<file path="src/rtl/int2float_enc.sv">
// int2float_enc: converts an 11-bit unsigned integer into a 7-bit
// floating-point code {exponent[2:0], mantissa[3:0]}, registered with a
// one-cycle latency and a valid flag. Truncates toward zero, never saturates.
module int2float_enc (
    input  logic        clk,
    input  logic        rst_n,
    input  logic        in_valid,
    input  logic [10:0] in0,
    output logic [3:0]  out0,
    output logic [2:0]  out1,
    output logic        out_valid
);

    logic [2:0] exp_d;
    logic [3:0] man_d;
    logic [2:0] exp_q;
    logic [3:0] man_q;
    logic       valid_q;

    // Leading-one detector over in0[10:4]; the highest set bit wins, and values below 16 stay denormal.
    always_comb begin
        exp_d = 3'd0;
        for (int i = 4; i <= 10; i++) begin
            if (in0[i]) begin
                exp_d = 3'(i - 3);
            end
        end
    end

    // Mantissa select: take the four bits directly below the leading one (e=0 and e=1 share in0[3:0]).
    always_comb begin
        man_d = in0[3:0];
        case (exp_d)
            3'd2:    man_d = in0[4:1];
            3'd3:    man_d = in0[5:2];
            3'd4:    man_d = in0[6:3];
            3'd5:    man_d = in0[7:4];
            3'd6:    man_d = in0[8:5];
            3'd7:    man_d = in0[9:6];
            default: man_d = in0[3:0];
        endcase
    end

    // Output register: capture the code on valid input, hold it otherwise; reset clears everything.
    always_ff @(posedge clk) begin
        if (!rst_n) begin
            exp_q   <= 3'd0;
            man_q   <= 4'd0;
            valid_q <= 1'b0;
        end else begin
            valid_q <= in_valid;
            if (in_valid) begin
                exp_q <= exp_d;
                man_q <= man_d;
            end
        end
    end

    assign out0      = man_q;
    assign out1      = exp_q;
    assign out_valid = valid_q;

endmodule

</file>
<file path="config.mk">
export PLATFORM = sky130hd
export DESIGN_NAME = int2float_enc
export DESIGN_NICKNAME = d
export VERILOG_FILES = /design/src/rtl/int2float_enc.sv
export SDC_FILE = /design/constraint.sdc
export NUM_CORES = 1
export LEC_CHECK = 0
export BUFFER_PORTS_ARGS = -buffer_cell sky130_fd_sc_hd__buf_2
export CAP_MARGIN = 5
export CELL_PAD_IN_SITES_DETAIL_PLACEMENT = 1
export CELL_PAD_IN_SITES_GLOBAL_PLACEMENT = 2
export CORE_ASPECT_RATIO = 1.75
export CORE_MARGIN = 2
export CORE_UTILIZATION = 23
export DETAILED_ROUTE_END_ITERATION = 7
export HOLD_SLACK_MARGIN = 0.02
export PLACE_DENSITY = 0.78
export SLEW_MARGIN = 20
export SYNTH_ARGS = -nofsm -noshare
export SYNTH_HDL_FRONTEND = slang
export SYNTH_SLANG_ARGS = --single-unit
</file>
<file path="constraint.sdc">
create_clock -name clk -period 1.3 [get_ports clk]
set_input_delay 0.065 -clock clk [delete_from_list [all_inputs] [get_ports clk]]
set_output_delay 0.065 -clock clk [all_outputs]
set_load 0.005 [all_outputs]
</file>
==> results.sh <==
export IMPL_unrepaired_setup_endpoints_after_global_routing="no"
export IMPL_setup_viol_count_final=0
export IMPL_internal_power_uw=566
export IMPL_worst_slew_pin_slew_ps=398
export IMPL_drcViolationCount=0
export IMPL_path_clk_slew_ps=40
export IMPL_sw_frac_of_total_pct=27.8
export IMPL_initial_antenna_violation_count=0
export IMPL_insertedDiodeCount=0
export IMPL_relSlewSlack_pct=72.8
export IMPL_die_area_sq_um=3030
export IMPL_period_needed_ps=1230
export IMPL_initial_utilization_pct=23.9
export IMPL_grt_pass1_vias=743
export IMPL_cts_hold_buffers=0
export IMPL_crit_path_max_delay_cell_type="sky130_fd_sc_hd__mux4_2"
export IMPL_routabilityCongestion=0.838
export IMPL_synth_yosys_seq_area_share_pct=26.8
export IMPL_grt_first_pass_wirelength_um=3260
export IMPL_detailed_place_hpwl_um=1710
export IMPL_drt_initial_drc_count=6
export IMPL_outcome="complete, no violations"
export IMPL_critPathMaxFanout=3
export IMPL_postSynthRegisterBits=8
export IMPL_clk_latency_ps=230
export IMPL_dr_pass1_iters=4
export IMPL_crit_required_ps=1420
export IMPL_synth_edff_count=0
export IMPL_summed_instance_area_of_the_synthesized_netlist_sq_um=597
export IMPL_synth_lib_cells_used_distinct=36
export IMPL_netlist_instances=75
export IMPL_final_hold_violation_count=0
export IMPL_area_delta_synth_final_pct=40.5
export IMPL_numPortBuffers=21
export IMPL_antenna_left=0
export IMPL_finClkSkew_ps=0
export IMPL_average_routed_wire_per_standard_cell_um=15.5
export IMPL_crit_type="input pin to flip-flop"
export IMPL_wirelength_um=2030
export IMPL_synth_area_per_cell_sq_um=7.96
export IMPL_io_pins=22
export IMPL_total_power_uw=784
export IMPL_place_inst=128
export IMPL_yosys_most_used_dff="sky130_fd_sc_hd__dfxtp_1"
export IMPL_p_sw_uw=218
export IMPL_share_comb_of_total_power_pct=26.3
export IMPL_timing_critical_path_buf_inv=1
export IMPL_worstHoldPathType="input pin to flip-flop"
export IMPL_cts_max_path_buffers=2
export IMPL_slew_violations=0
export IMPL_main_area_contributors_after_synthesis="sky130_fd_sc_hd__dfxtp_1 (27%), sky130_fd_sc_hd__o21ai_0 (6.7%), sky130_fd_sc_hd__nor2_1 (5.0%)"
export IMPL_core_area_sq_um=2490
export IMPL_die_height_um=71.4
export IMPL_clock_fmax_mhz=812
export IMPL_num_nets_final=121
export IMPL_cap_viol_max_count=0
export IMPL_critPathTopFamily="multiplexers"
export IMPL_finalInstanceArea_sq_um=838
export IMPL_cts_sinks=8
export IMPL_critical_path_cell_by_cell="buf_2 -> nor2b_1 -> a211oi_2 -> nor2_2 -> mux4_2 -> a31o_1"
export IMPL_setup_tns_final_ps=0
export IMPL_grt_overflow_total=0
export IMPL_floorplan_rows=24
export IMPL_drive_gt1_share_pct=39.0
export IMPL_instances_no_fill=131
export IMPL_endpoint_kind="flip-flop"
export IMPL_cts_htree_levels=1
export IMPL_vias=702
export IMPL_cts_setup_buffers=0
export IMPL_synth_largest_area_cell="sky130_fd_sc_hd__dfxtp_1"
export IMPL_post_route_fraction_of_the_period_consumed_by_the_critical_path_pct=94.8
export IMPL_power_density_over_cell_area_nw_per_um2=935
export IMPL_pin_count_of_the_biggest_net_entering_global_routing=14
export IMPL_power_frac_seq_pct=35.2
export IMPL_p_clk_share_pct=38.5
export IMPL_ys_async_sr_fraction_pct=0
export IMPL_worstSetupStartpointType="input pin"
export IMPL_synth_yosys_warnings=0
export IMPL_ctsRootBufferMaster="sky130_fd_sc_hd__clkbuf_8"
export IMPL_tritoncts_clock_tree="yes"
export IMPL_hold_ws_ps=154
export IMPL_worst_path_largest_cell_delay_ps=510
export IMPL_synth_top_cell_area_share_pct=26.8
export IMPL_critPathArrivalTime_ps=1360
export IMPL_irDropWorstVdd_mv=0.328
export IMPL_drt_vias_per_instance=5.36
export IMPL_die_w_um=42.5
export IMPL_power_static_leakage_uw=0.000368
export IMPL_global_route_usage_total_pct=14.3
export IMPL_cts_inserted_buffers=3
export IMPL_syn_nets=89
export IMPL_placedInstanceArea_sq_um=788
## path summary, 6_finish.rpt
kind | start | to | slack [ps] | cells past startpoint
setup / recovery | in0[8] | out0[0] | 70 | 6
setup reg to reg | out0[0] | out0[0] | 400 | 3
hold reg to reg | out0[1] | out0[1] | 490 | 2
hold / removal | rst_n | out1[2] | 150 | 2
## layout make-up
type                       count  area [sq um]
sequential                     8           160
clock buffer                   3          41.3
inverter                       2          7.51
tap                           26          32.5
timing repair buffer          33           195
fill                         332          1650
multi-input combinational     59           402
## synthesized netlist by cell type (2+ instances only)
cell                       number
sky130_fd_sc_hd__nor4_1         2
sky130_fd_sc_hd__clkbuf_1       2
sky130_fd_sc_hd__o211a_1        2
sky130_fd_sc_hd__nand2_1        5
sky130_fd_sc_hd__a31oi_1        2
sky130_fd_sc_hd__a21oi_1        5
sky130_fd_sc_hd__dfxtp_1        8
sky130_fd_sc_hd__o311ai_0       2
sky130_fd_sc_hd__buf_4          2
sky130_fd_sc_hd__inv_1          2
sky130_fd_sc_hd__o21ai_0        8
sky130_fd_sc_hd__nor2b_1        3
sky130_fd_sc_hd__nor2_1         8
sky130_fd_sc_hd__nor2_2         2
## flip-flops by register name (all words and copies together) (netlist names)
| signal | cells |
|---|---|
| out0 | 4 |
| out1 | 3 |
| out_valid | 1 |
## metrics by stage
step                util, %  setup WS (ps)
finish                 33.6           68.1
CTS                    33.3           68.1
global route           33.6           15.8
global placement       31.6           -113
floorplan                 -          -16.8
detailed placement     31.6           -177
## power by group through the flow
stage | clock network (uW) | logic, uW | registers, uW
after floorplan | 0 | 109 | 281
after global placement | 0 | 199 | 278
after detailed placement | 0 | 205 | 280
after CTS | 309 | 206 | 276
after global routing | 317 | 227 | 278
final | 302 | 206 | 276
## cell families after synthesis
group / Yosys count / synth area share [%]
buffers and inverters: 8 / 9.22
muxes: 2 / 5.45
AOI/OAI and AO/OA: 29 / 34.0
DFF: 8 / 26.8
and+or+nand+nor: 28 / 24.5
## layer usage
layer | vias up | global-route usage (%) | share of wire [%]
li1 | 344 | - | -
met1 | 332 | 12.2 | 35
met2 | 19 | 28.9 | 59
met3 | 7 | 1.51 | 3.0
met4 | 0 | 9.72 | 3.6
met5 | - | 0 | 0
## placed cells by master, fill, tap and decap left out, types with 2 or more instances in the layout
cell	instances
sky130_fd_sc_hd__a21oi_1	5
sky130_fd_sc_hd__a31oi_1	2
sky130_fd_sc_hd__buf_2	21
sky130_fd_sc_hd__buf_4	12
sky130_fd_sc_hd__clkbuf_8	3
sky130_fd_sc_hd__dfxtp_1	8
sky130_fd_sc_hd__inv_1	2
sky130_fd_sc_hd__nand2_1	5
sky130_fd_sc_hd__nor2_1	8
sky130_fd_sc_hd__nor2b_1	3
sky130_fd_sc_hd__o211a_1	2
sky130_fd_sc_hd__o21ai_0	8
sky130_fd_sc_hd__o311ai_0	2
## worst reg2reg max path, delay by kind of cell, from the launching register on
family | cells | cell delay (ps)
compound gates | 2 | 350
simple gates | 1 | 130
flops | 1 | 300
## timing repair
| action | CTS | global route |
|---|---|---|
| hold endpoints to repair | 0 | 0 |
| resized for setup | 0 | 1 |
| setup endpoints to repair | 0 | 1 |
(Power assumes the default switching activity.)
